===== src/rtl/atmega_ppgm_seq_pkg.sv =====
// Shared definitions for the ATmega parallel-programming sequencer:
// op codes, FSM state encoding, default timing and small decode helpers.
package atmega_ppgm_seq_pkg;

    // Host operation codes
    localparam logic [2:0] OP_LOAD_CMD     = 3'd0;
    localparam logic [2:0] OP_LOAD_ADDR_LO = 3'd1;
    localparam logic [2:0] OP_LOAD_ADDR_HI = 3'd2;
    localparam logic [2:0] OP_LOAD_DATA_LO = 3'd3;
    localparam logic [2:0] OP_LOAD_DATA_HI = 3'd4;
    localparam logic [2:0] OP_LATCH_PAGE   = 3'd5;
    localparam logic [2:0] OP_WRITE        = 3'd6;
    localparam logic [2:0] OP_READ         = 3'd7;

    // Sequencer states
    typedef enum logic [2:0] {
        ST_IDLE      = 3'd0,
        ST_SETUP     = 3'd1,
        ST_PULSE     = 3'd2,
        ST_HOLD      = 3'd3,
        ST_GUARD     = 3'd4,
        ST_RDY_WAIT  = 3'd5,
        ST_RD_SETUP  = 3'd6,
        ST_RD_SAMPLE = 3'd7
    } ppgm_state_e;

    // Default timing, in clk cycles
    localparam int          DEF_PULSE_CYC   = 4;
    localparam int          DEF_SETUP_CYC   = 2;
    localparam int          DEF_GUARD_CYC   = 8;
    localparam logic [15:0] DEF_TIMEOUT_CYC = 16'hFFFF;

    // A state lasting cyc cycles loads cyc-1 and leaves when the count is 0.
    function automatic logic [15:0] cyc_to_load(input logic [15:0] cyc);
        return (cyc == 16'd0) ? 16'd0 : (cyc - 16'd1);
    endfunction

    // {XA1, XA0, BS1} pin pattern for the LOAD ops.
    function automatic logic [2:0] load_sel(input logic [2:0] op);
        logic [2:0] sel;
        case (op)
            OP_LOAD_CMD:     sel = 3'b100;
            OP_LOAD_ADDR_LO: sel = 3'b000;
            OP_LOAD_ADDR_HI: sel = 3'b001;
            OP_LOAD_DATA_LO: sel = 3'b010;
            OP_LOAD_DATA_HI: sel = 3'b011;
            default:         sel = 3'b000;
        endcase
        return sel;
    endfunction

endpackage


===== src/rtl/atmega_ppgm_seq_timer.sv =====
// Shared 16-bit down-counter for every timed sequencer state.
module ppgm_cycle_timer (
    input  logic        clk,
    input  logic        rst_n,
    input  logic        i_load,
    input  logic [15:0] i_load_val,
    output logic [15:0] o_value,
    output logic        o_zero
);

    logic [15:0] r_cnt;

    // Reload on state entry, otherwise count down and rest at zero.
    always_ff @(posedge clk or negedge rst_n) begin
        if (!rst_n) begin
            r_cnt <= 16'd0;
        end else if (i_load) begin
            r_cnt <= i_load_val;
        end else if (r_cnt != 16'd0) begin
            r_cnt <= r_cnt - 16'd1;
        end else begin
            r_cnt <= r_cnt;
        end
    end

    assign o_value = r_cnt;
    assign o_zero  = (r_cnt == 16'd0);

endmodule


===== src/rtl/atmega_ppgm_seq.sv =====
// ATmega high-voltage parallel-programming pin sequencer: turns host ops
// into XTAL/PAGEL/WR/OE strobes with setup, hold, guard and RDY handling.
module atmega_ppgm_seq
    import atmega_ppgm_seq_pkg::*;
#(
    parameter int          PULSE_CYC   = DEF_PULSE_CYC,
    parameter int          SETUP_CYC   = DEF_SETUP_CYC,
    parameter int          GUARD_CYC   = DEF_GUARD_CYC,
    parameter logic [15:0] TIMEOUT_CYC = DEF_TIMEOUT_CYC
) (
    input  logic       clk,
    input  logic       rst_n,
    input  logic       op_valid,
    output logic       op_ready,
    input  logic [2:0] op_code,
    input  logic [7:0] op_arg,
    output logic       done,
    output logic [7:0] rd_data,
    output logic       timeout,
    output logic       dut_xa1,
    output logic       dut_xa0,
    output logic       dut_bs1,
    output logic       dut_bs2,
    output logic       dut_xtal,
    output logic       dut_pagel,
    output logic       dut_wr_n,
    output logic       dut_oe_n,
    output logic [7:0] dut_dout,
    output logic       dut_doe,
    input  logic [7:0] dut_din,
    input  logic       dut_rdy
);

    localparam logic [15:0] LD_PULSE   = cyc_to_load(16'(PULSE_CYC));
    localparam logic [15:0] LD_SETUP   = cyc_to_load(16'(SETUP_CYC));
    localparam logic [15:0] LD_GUARD   = cyc_to_load(16'(GUARD_CYC));
    localparam logic [15:0] LD_TIMEOUT = cyc_to_load(TIMEOUT_CYC);

    ppgm_state_e r_state;
    logic [2:0]  r_op;
    logic        r_done;
    logic        r_timeout;
    logic [7:0]  r_rd_data;
    logic        r_xa1, r_xa0, r_bs1, r_bs2;
    logic        r_xtal, r_pagel, r_wr_n, r_oe_n;
    logic [7:0]  r_dout;
    logic        r_doe;

    logic        w_tmr_load;
    logic [15:0] w_tmr_val;
    logic [15:0] w_tmr_value;
    logic        w_tmr_zero;
    logic        w_tmr_expired;

    ppgm_cycle_timer u_timer (
        .clk        (clk),
        .rst_n      (rst_n),
        .i_load     (w_tmr_load),
        .i_load_val (w_tmr_val),
        .o_value    (w_tmr_value),
        .o_zero     (w_tmr_zero)
    );

    // Zero flag is cross-checked against the count so a flag fault cannot end a state early.
    assign w_tmr_expired = w_tmr_zero & ~(|w_tmr_value);

    // Reload the timer with the duration of whichever timed state is entered next.
    always_comb begin
        w_tmr_load = 1'b0;
        w_tmr_val  = 16'd0;
        case (r_state)
            ST_IDLE: begin
                if (op_valid) begin
                    w_tmr_load = 1'b1;
                    w_tmr_val  = LD_SETUP;
                end else begin
                    w_tmr_load = 1'b0;
                end
            end
            ST_SETUP: begin
                if (w_tmr_expired) begin
                    w_tmr_load = 1'b1;
                    w_tmr_val  = LD_PULSE;
                end else begin
                    w_tmr_load = 1'b0;
                end
            end
            ST_PULSE: begin
                if (w_tmr_expired) begin
                    w_tmr_load = 1'b1;
                    w_tmr_val  = (r_op == OP_WRITE) ? LD_GUARD : LD_SETUP;
                end else begin
                    w_tmr_load = 1'b0;
                end
            end
            ST_GUARD: begin
                if (w_tmr_expired) begin
                    w_tmr_load = 1'b1;
                    w_tmr_val  = LD_TIMEOUT;
                end else begin
                    w_tmr_load = 1'b0;
                end
            end
            ST_RD_SETUP: begin
                if (w_tmr_expired) begin
                    w_tmr_load = 1'b1;
                    w_tmr_val  = 16'd0;
                end else begin
                    w_tmr_load = 1'b0;
                end
            end
            default: begin
                w_tmr_load = 1'b0;
            end
        endcase
    end

    // Sequencer FSM with all pin and status outputs registered.
    always_ff @(posedge clk or negedge rst_n) begin
        if (!rst_n) begin
            r_state   <= ST_IDLE;
            r_op      <= OP_LOAD_CMD;
            r_done    <= 1'b0;
            r_timeout <= 1'b0;
            r_rd_data <= 8'h00;
            r_xa1     <= 1'b0;
            r_xa0     <= 1'b0;
            r_bs1     <= 1'b0;
            r_bs2     <= 1'b0;
            r_xtal    <= 1'b0;
            r_pagel   <= 1'b0;
            r_wr_n    <= 1'b1;
            r_oe_n    <= 1'b1;
            r_dout    <= 8'h00;
            r_doe     <= 1'b0;
        end else begin
            r_done <= 1'b0;
            case (r_state)
                ST_IDLE: begin
                    if (op_valid) begin
                        r_op      <= op_code;
                        r_timeout <= 1'b0;
                        case (op_code)
                            OP_LOAD_CMD, OP_LOAD_ADDR_LO, OP_LOAD_ADDR_HI,
                            OP_LOAD_DATA_LO, OP_LOAD_DATA_HI: begin
                                {r_xa1, r_xa0, r_bs1} <= load_sel(op_code);
                                r_dout  <= op_arg;
                                r_doe   <= 1'b1;
                                r_state <= ST_SETUP;
                            end
                            OP_LATCH_PAGE: begin
                                r_bs1   <= 1'b1;
                                r_doe   <= 1'b0;
                                r_state <= ST_SETUP;
                            end
                            OP_WRITE: begin
                                r_bs1   <= op_arg[0];
                                r_bs2   <= op_arg[1];
                                r_doe   <= 1'b0;
                                r_state <= ST_SETUP;
                            end
                            OP_READ: begin
                                r_bs1   <= op_arg[0];
                                r_bs2   <= op_arg[1];
                                r_doe   <= 1'b0;
                                r_oe_n  <= 1'b0;
                                r_state <= ST_RD_SETUP;
                            end
                            default: begin
                                r_state <= ST_IDLE;
                            end
                        endcase
                    end
                end
                ST_SETUP: begin
                    if (w_tmr_expired) begin
                        case (r_op)
                            OP_LATCH_PAGE: r_pagel <= 1'b1;
                            OP_WRITE:      r_wr_n  <= 1'b0;
                            default:       r_xtal  <= 1'b1;
                        endcase
                        r_state <= ST_PULSE;
                    end
                end
                ST_PULSE: begin
                    if (w_tmr_expired) begin
                        r_xtal  <= 1'b0;
                        r_pagel <= 1'b0;
                        r_wr_n  <= 1'b1;
                        r_state <= (r_op == OP_WRITE) ? ST_GUARD : ST_HOLD;
                    end
                end
                ST_HOLD: begin
                    if (w_tmr_expired) begin
                        r_done  <= 1'b1;
                        r_state <= ST_IDLE;
                    end
                end
                ST_GUARD: begin
                    if (w_tmr_expired) begin
                        r_state <= ST_RDY_WAIT;
                    end
                end
                ST_RDY_WAIT: begin
                    if (dut_rdy) begin
                        r_done  <= 1'b1;
                        r_state <= ST_IDLE;
                    end else if (w_tmr_expired) begin
                        r_done    <= 1'b1;
                        r_timeout <= 1'b1;
                        r_state   <= ST_IDLE;
                    end
                end
                ST_RD_SETUP: begin
                    if (w_tmr_expired) begin
                        r_state <= ST_RD_SAMPLE;
                    end
                end
                ST_RD_SAMPLE: begin
                    r_rd_data <= dut_din;
                    r_oe_n    <= 1'b1;
                    r_done    <= 1'b1;
                    r_state   <= ST_IDLE;
                end
                default: begin
                    r_state <= ST_IDLE;
                end
            endcase
        end
    end

    assign op_ready  = (r_state == ST_IDLE);
    assign done      = r_done;
    assign rd_data   = r_rd_data;
    assign timeout   = r_timeout;
    assign dut_xa1   = r_xa1;
    assign dut_xa0   = r_xa0;
    assign dut_bs1   = r_bs1;
    assign dut_bs2   = r_bs2;
    assign dut_xtal  = r_xtal;
    assign dut_pagel = r_pagel;
    assign dut_wr_n  = r_wr_n;
    assign dut_oe_n  = r_oe_n;
    assign dut_dout  = r_dout;
    assign dut_doe   = r_doe;

endmodule

===== config.mk =====
export PLATFORM = sky130hd
export DESIGN_NAME = atmega_ppgm_seq
export DESIGN_NICKNAME = d
export VERILOG_FILES = /design/src/rtl/atmega_ppgm_seq_pkg.sv /design/src/rtl/atmega_ppgm_seq_timer.sv /design/src/rtl/atmega_ppgm_seq.sv
export SDC_FILE = /design/constraint.sdc
export NUM_CORES = 1
export LEC_CHECK = 0
export CAP_MARGIN = 10
export CORE_MARGIN = 1
export CORE_UTILIZATION = 54
export DETAILED_ROUTE_END_ITERATION = 10
export HOLD_SLACK_MARGIN = 0.15
export PLACE_DENSITY = 0.84
export SLEW_MARGIN = 20
export SYNTH_ARGS = -nofsm -noshare
export SYNTH_HDL_FRONTEND = slang
export SYNTH_SLANG_ARGS = --single-unit

===== constraint.sdc =====
create_clock -name clk -period 3.9 [get_ports clk]
set_input_delay 0.78 -clock clk [delete_from_list [all_inputs] [get_ports clk]]
set_output_delay 0.78 -clock clk [all_outputs]
set_load 0.01 [all_outputs]

# Word level (Yosys, flattened, before mapping)

Cells that the tools add are included.

Add/subtract/negate cells: 1
Equality and inequality tests: 27
Muxes and demuxes: 43
Bitwise operators: 2
Reduce and logical (&&, ||, !) cells: 24

Operator list:

| cell                    | count |
|---|---|
| $pmux W16 S4            | 1 |
| $mux W16                | 3 |
| $eq A3 B3 Y1 const B    | 10 |
| $mux W3                 | 10 |
| $pmux W3 S8             | 1 |
| $ne A2 B2 Y1 const B    | 9 |
| $logic_not A16 Y1       | 1 |
| $mux W1                 | 16 |
| $reduce_and A4 Y1       | 4 |
| $reduce_bool A16 Y1     | 1 |
| $reduce_or A16 Y1       | 1 |
| $sub A16 B1 Y16 const B | 1 |
| $pmux W1 S2             | 7 |
| $eq A3 B2 Y1 const B    | 4 |
| $pmux W3 S4             | 1 |
| $reduce_and A3 Y1       | 3 |
| $reduce_bool A2 Y1      | 4 |
| $reduce_or A7 Y1        | 1 |
| $eq A3 B1 Y1 const B    | 2 |
| $logic_not A3 Y1        | 2 |
| $pmux W1 S3             | 2 |
| $pmux W3 S2             | 1 |
| $reduce_and A5 Y1       | 1 |
| $reduce_or A5 Y1        | 1 |
| other kinds (8)         | 10 |

Flip-flop bits (word level): 49
Input bits: 23
Output and inout bits: 28
Word-level logic and storage cells: 113

# Longest topological paths before layout

Depth in word-level cells: 6
Mapped depth: 9
Mapped depth without buffers: 7

# Hierarchy

Synthesis repeated with hierarchy kept, for this count alone.

Cell total of the unflattened synthesis: 267
Area total of the unflattened synthesis: 2675.1 um2

Modules (own cells, without submodules):

| module           | times used | cells an instance | area each (um2) | seq. area each (um2) |
|---|---|---|---|---|
| atmega_ppgm_seq  | 1          | 163               | 1715.4          | 828.3 |
| ppgm_cycle_timer | 1          | 104               | 959.7           | 400.4 |

# Worst setup path before layout

OpenSTA, ideal clock, no wires.

Path kind: input to register
Start point: input op_valid
End point: register r_dout[0] (netlist: dut_dout[0])
Library setup time: 125 ps
Data arrival time: 1808 ps
Required time: 3775 ps
Slack: 1967 ps
Stages on the path: 5
Buffers on the path: 1
Cells stage by stage: nor2b_1 > and2_1 > buf_2 > nand2_1 > mux2_2

Longest elaborated chain between the ends: 1

Ends and longest elaborated chain:

| element                     | line                   | source |
|---|---|---|
| from (decl)                 | atmega_ppgm_seq.sv:13  | `input logic op_valid,` |
| $reduce_and A3 Y1 (no line) | --                     |  |
| to (signal assigned)        | atmega_ppgm_seq.sv:147 | `r_dout <= op_arg;` |
| to (decl)                   | atmega_ppgm_seq.sv:46  | `logic [7:0] r_dout;` |

No other way between the ends.
A chain may end at the register's enable or synchronous reset.

# Worst setup path after layout

Start point: register r_state[2]
End point: output op_ready

Longest elaborated chain between the ends: 1

Ends and longest elaborated chain:

| element                | line                   | source |
|---|---|---|
| from (decl)            | atmega_ppgm_seq.sv:39  | `ppgm_state_e r_state;` |
| from (signal assigned) | atmega_ppgm_seq.sv:190 | `r_state <= (r_op == OP_WRITE) ? ST_GUARD : ST_HOLD;` |
| $logic_not A3 Y1       | atmega_ppgm_seq.sv:232 | `assign op_ready = (r_state == ST_IDLE);` |
| to (decl)              | atmega_ppgm_seq.sv:14  | `output logic op_ready,` |

No other way between the ends.

==> flow_summary.toml <==
[sta]
setup_ws_ns = 1.25
rsz0062_at_grt = "false"
finalSetupTns_ns = 0
setup-violations-final = 0
finClkSkew_ns = 0.00651
report.final.slew_viol_count = 0
min_period_over_period_pct = 68.0
timing.fmax_mhz = 377
relSlewSlack_pct = 60.5
finalHoldViolations = 0
fin_crit_ns = 2.65
fin_hold_ws_ns = 0.470
tightest_slew_ns = 0.592

[place]
place.gp.congestion = 0.904
dp_slack_ns = 1.26
placed_cells = 319
dp_hpwl_um = 3480
io_buffers = 50

[final_layout]
drive_gt1_share_pct = 13.4
most-common-layout-cells = "clkdlybuf4s50_1 (49), dfrtp_1 (47), nand2_1 (26)"
nets = 300
area_growth_pct = 24.6
final_common_cell = "clkdlybuf4s50_1"
fillers = 323
stdcell_count = 327
diodes = 0

[yosys]
syn_inst = 231
ys_ff_latch = 49
synth_area_per_cell_um2 = 10.4
synthSimpleGateAreaFrac_pct = 19.5
synth_mux_area_share_pct = 7.94
synth_ff_type = "dfrtp_1"
ys_async_sr_fraction_pct = 100
synth_top_family_by_area = "simple AND/OR/NAND/NOR gates"
yosysSeqAreaShare_pct = 51.0
postSynthNetCount = 255
synth-xor-area-share_pct = 4.72
synth_edf_count = 0
synth_compound_area_share_pct = 13.2
synth_warnings = 0
synth-adder-area-share_pct = 0.519
syn_area_um2 = 2410
synth_cell_types = 50

[hold_path]
hp-class = "register to register"
hold_path_depth = 2
hp-start = "dut_oe_n"
min_to = "dut_oe_n"

[grt]
overflow = 0
use_met1_pct = 30.7
grt_pass1_vias = 1686
grt_pass1_wl_um = 7840
antenna_found_initial = 0
grt_use_met3_pct = 6.91
grt_use_total_pct = 23.1
grt_max_degree = 50
gr-max-usage-layer = "met2"
met2_usage_pct = 35.5

[critical_path]
critPathSlowestCell = "clkdlybuf4s50_1"
crit_buf_inv = 1
worst_ep_required_time_ns = 3.12
critPathArrivalTime_ns = 1.87
timing.rr.end = "u_timer.o_value[11]"
rrSetupSlack_ns = 1.78
r2r_cells = 6
crit_fanout = 16
reg2reg_from = "u_timer.o_value[0]"
crit_path_max_incr_delay_ns = 0.61
crit_path_end_kind = "primary output"
crit_chain = "nor3_1 > clkdlybuf4s50_1"
crit_path_start_kind = "register"
crit_family = "buffers and inverters"
crit_type = "register to primary output"

[route]
post_drt_wl_per_cell_um = 15.1
vias = 1872
drt-total-wl_um = 4930
route.detailed.drc = 0
drtPass1Iterations = 6
drt_iter0_drc = 153
antenna_left = 0
viasPerCell = 5.72

[clock_network]
numCtsBuffers = 5
clock_path_buffers = 2
clkTransAtPathRegs_ns = 0.08
cts_tree = "built"
ctsHtreeMaxLevel = 2
worst_skew_pair.late_latency_ns = 0.30
cts_setup_buffers = 0
cts.sinks = 49
clock-root-buffer = "clkbuf_8"
hold_buffers = 0
cts_resized = 0

[floorplanning]
die_h_um = 68.8
pin_count = 51
die-area_um2 = 4740
core_area_um2 = 4140
die_x_um = 68.8
start_util_pct = 58.2
row_count = 23

[flow_run]
maxCapViolations = 0

[power]
p_sw_mw = 0.188
ir_worst_vdd_mv = 0.223
p_sw_share_pct = 21.9
intPower_mw = 0.669
leakage_nw = 1.26
p_total_mw = 0.857
p_comb_share_pct = 6.2
p_seq_share_pct = 60.0
p_per_area_nw_per_um2 = 285
p_clk_share_pct = 33.8

[status]
status = "completed"
[metal layers]
layer  share of wire (%)  routed length (um)
met1                  46                2260
met2                  47                2340
met3                 5.4                 267
met4                 1.3                  63
met5                   0                   0
[sequential cells by signal (all words and copies together), names as in the netlist, 3 cells and up]
| name | count |
|---|---|
| u_timer.o_value | 16 |
| dut_dout | 8 |
| rd_data | 8 |
| r_op | 3 |
| r_state | 3 |
[worst register-to-register path, cell delays in order, from the launching register on]
cell and delay, ns:
dfrtp_1 0.42, inv_1 0.12, ha_1 0.21, nor2b_1 0.30, and4_1 0.40, nand3_1 0.37, o21ai_0 0.21
[stage by stage]
step	util [%]	instance area (um^2)
floorplan	-	2410
global placement	70.4	2920
detailed placement	70.4	2920
CTS	72.5	3000
global route	72.5	3010
finish	72.5	3010
[synthesized netlist by cell type (2+ instances only)]
| cell | number | area [um^2] |
|---|---|---|
| or3_1 | 2 | 12.5 |
| buf_4 | 2 | 15.0 |
| o21ai_0 | 22 | 110 |
| dfstp_2 | 2 | 52.6 |
| nor4_4 | 2 | 42.5 |
| a221oi_1 | 2 | 17.5 |
| o311ai_0 | 2 | 17.5 |
| nand2_1 | 26 | 97.6 |
| nor2_1 | 13 | 48.8 |
| inv_1 | 6 | 22.5 |
| nor3_1 | 7 | 35.0 |
| a31oi_1 | 3 | 18.8 |
| nand3_1 | 10 | 50.1 |
| xnor2_1 | 4 | 35.0 |
| clkbuf_1 | 9 | 33.8 |
| nor2b_1 | 7 | 43.8 |
| and3_1 | 2 | 12.5 |
| mux2_2 | 17 | 191 |
| nor4_1 | 3 | 18.8 |
| a21oi_1 | 5 | 25.0 |
| o31ai_1 | 2 | 15.0 |
| xor2_1 | 9 | 78.8 |
| dfrtp_1 | 47 | 1180 |
[logic make-up (layout without fill, tap and decap cells)]
group | count (synthesis) | count (layout)
AOI/OAI and AO/OA | 49 | 49
xor gates and xnor gates | 13 | 13
adders and majority gates | 1 | 1
buffers and inverters | 18 | 64
DFF | 49 | 49
muxes | 17 | 17
and+or+nand+nor | 84 | 84
[power groups by stage]
| stage | Sequential (mW) | Combinational (mW) | Clock (mW) |
|---|---|---|---|
| finish | 0.514 | 0.0530 | 0.290 |
| global route | 0.515 | 0.0584 | 0.320 |
| CTS | 0.514 | 0.0537 | 0.300 |
| detailed placement | 0.524 | 0.0534 | 0 |
| global placement | 0.524 | 0.0525 | 0 |
| floorplan | 0.526 | 0.00786 | 0 |
[area by class of cell]
cell class | count | area (um^2) | share of cell area (%)
clock buffers | 6 | 72.6 | 2.41
clock inverters | 2 | 15.0 | 0.500
inverters | 6 | 22.5 | 0.749
multi-input cells | 164 | 1110 | 36.8
flip-flops and latches | 49 | 1230 | 40.9
well taps | 50 | 62.6 | 2.08
repair buffers | 50 | 498 | 16.6
[worst max-delay path by stage]
stage	startpoint	endpoint	slack, ns	depth (start not counted)
2_1_floorplan	op_valid	dut_dout[0]	1.97	5
3_3_place_gp	op_valid	dut_dout[5]	1.31	5
3_5_place_dp	op_valid	dut_dout[6]	1.26	5
4_1_cts	r_state[2]	op_ready	1.26	2
5_1_grt	r_state[2]	op_ready	1.15	2
6_report	r_state[2]	op_ready	1.25	2
Power figures use the tool's default switching activity.
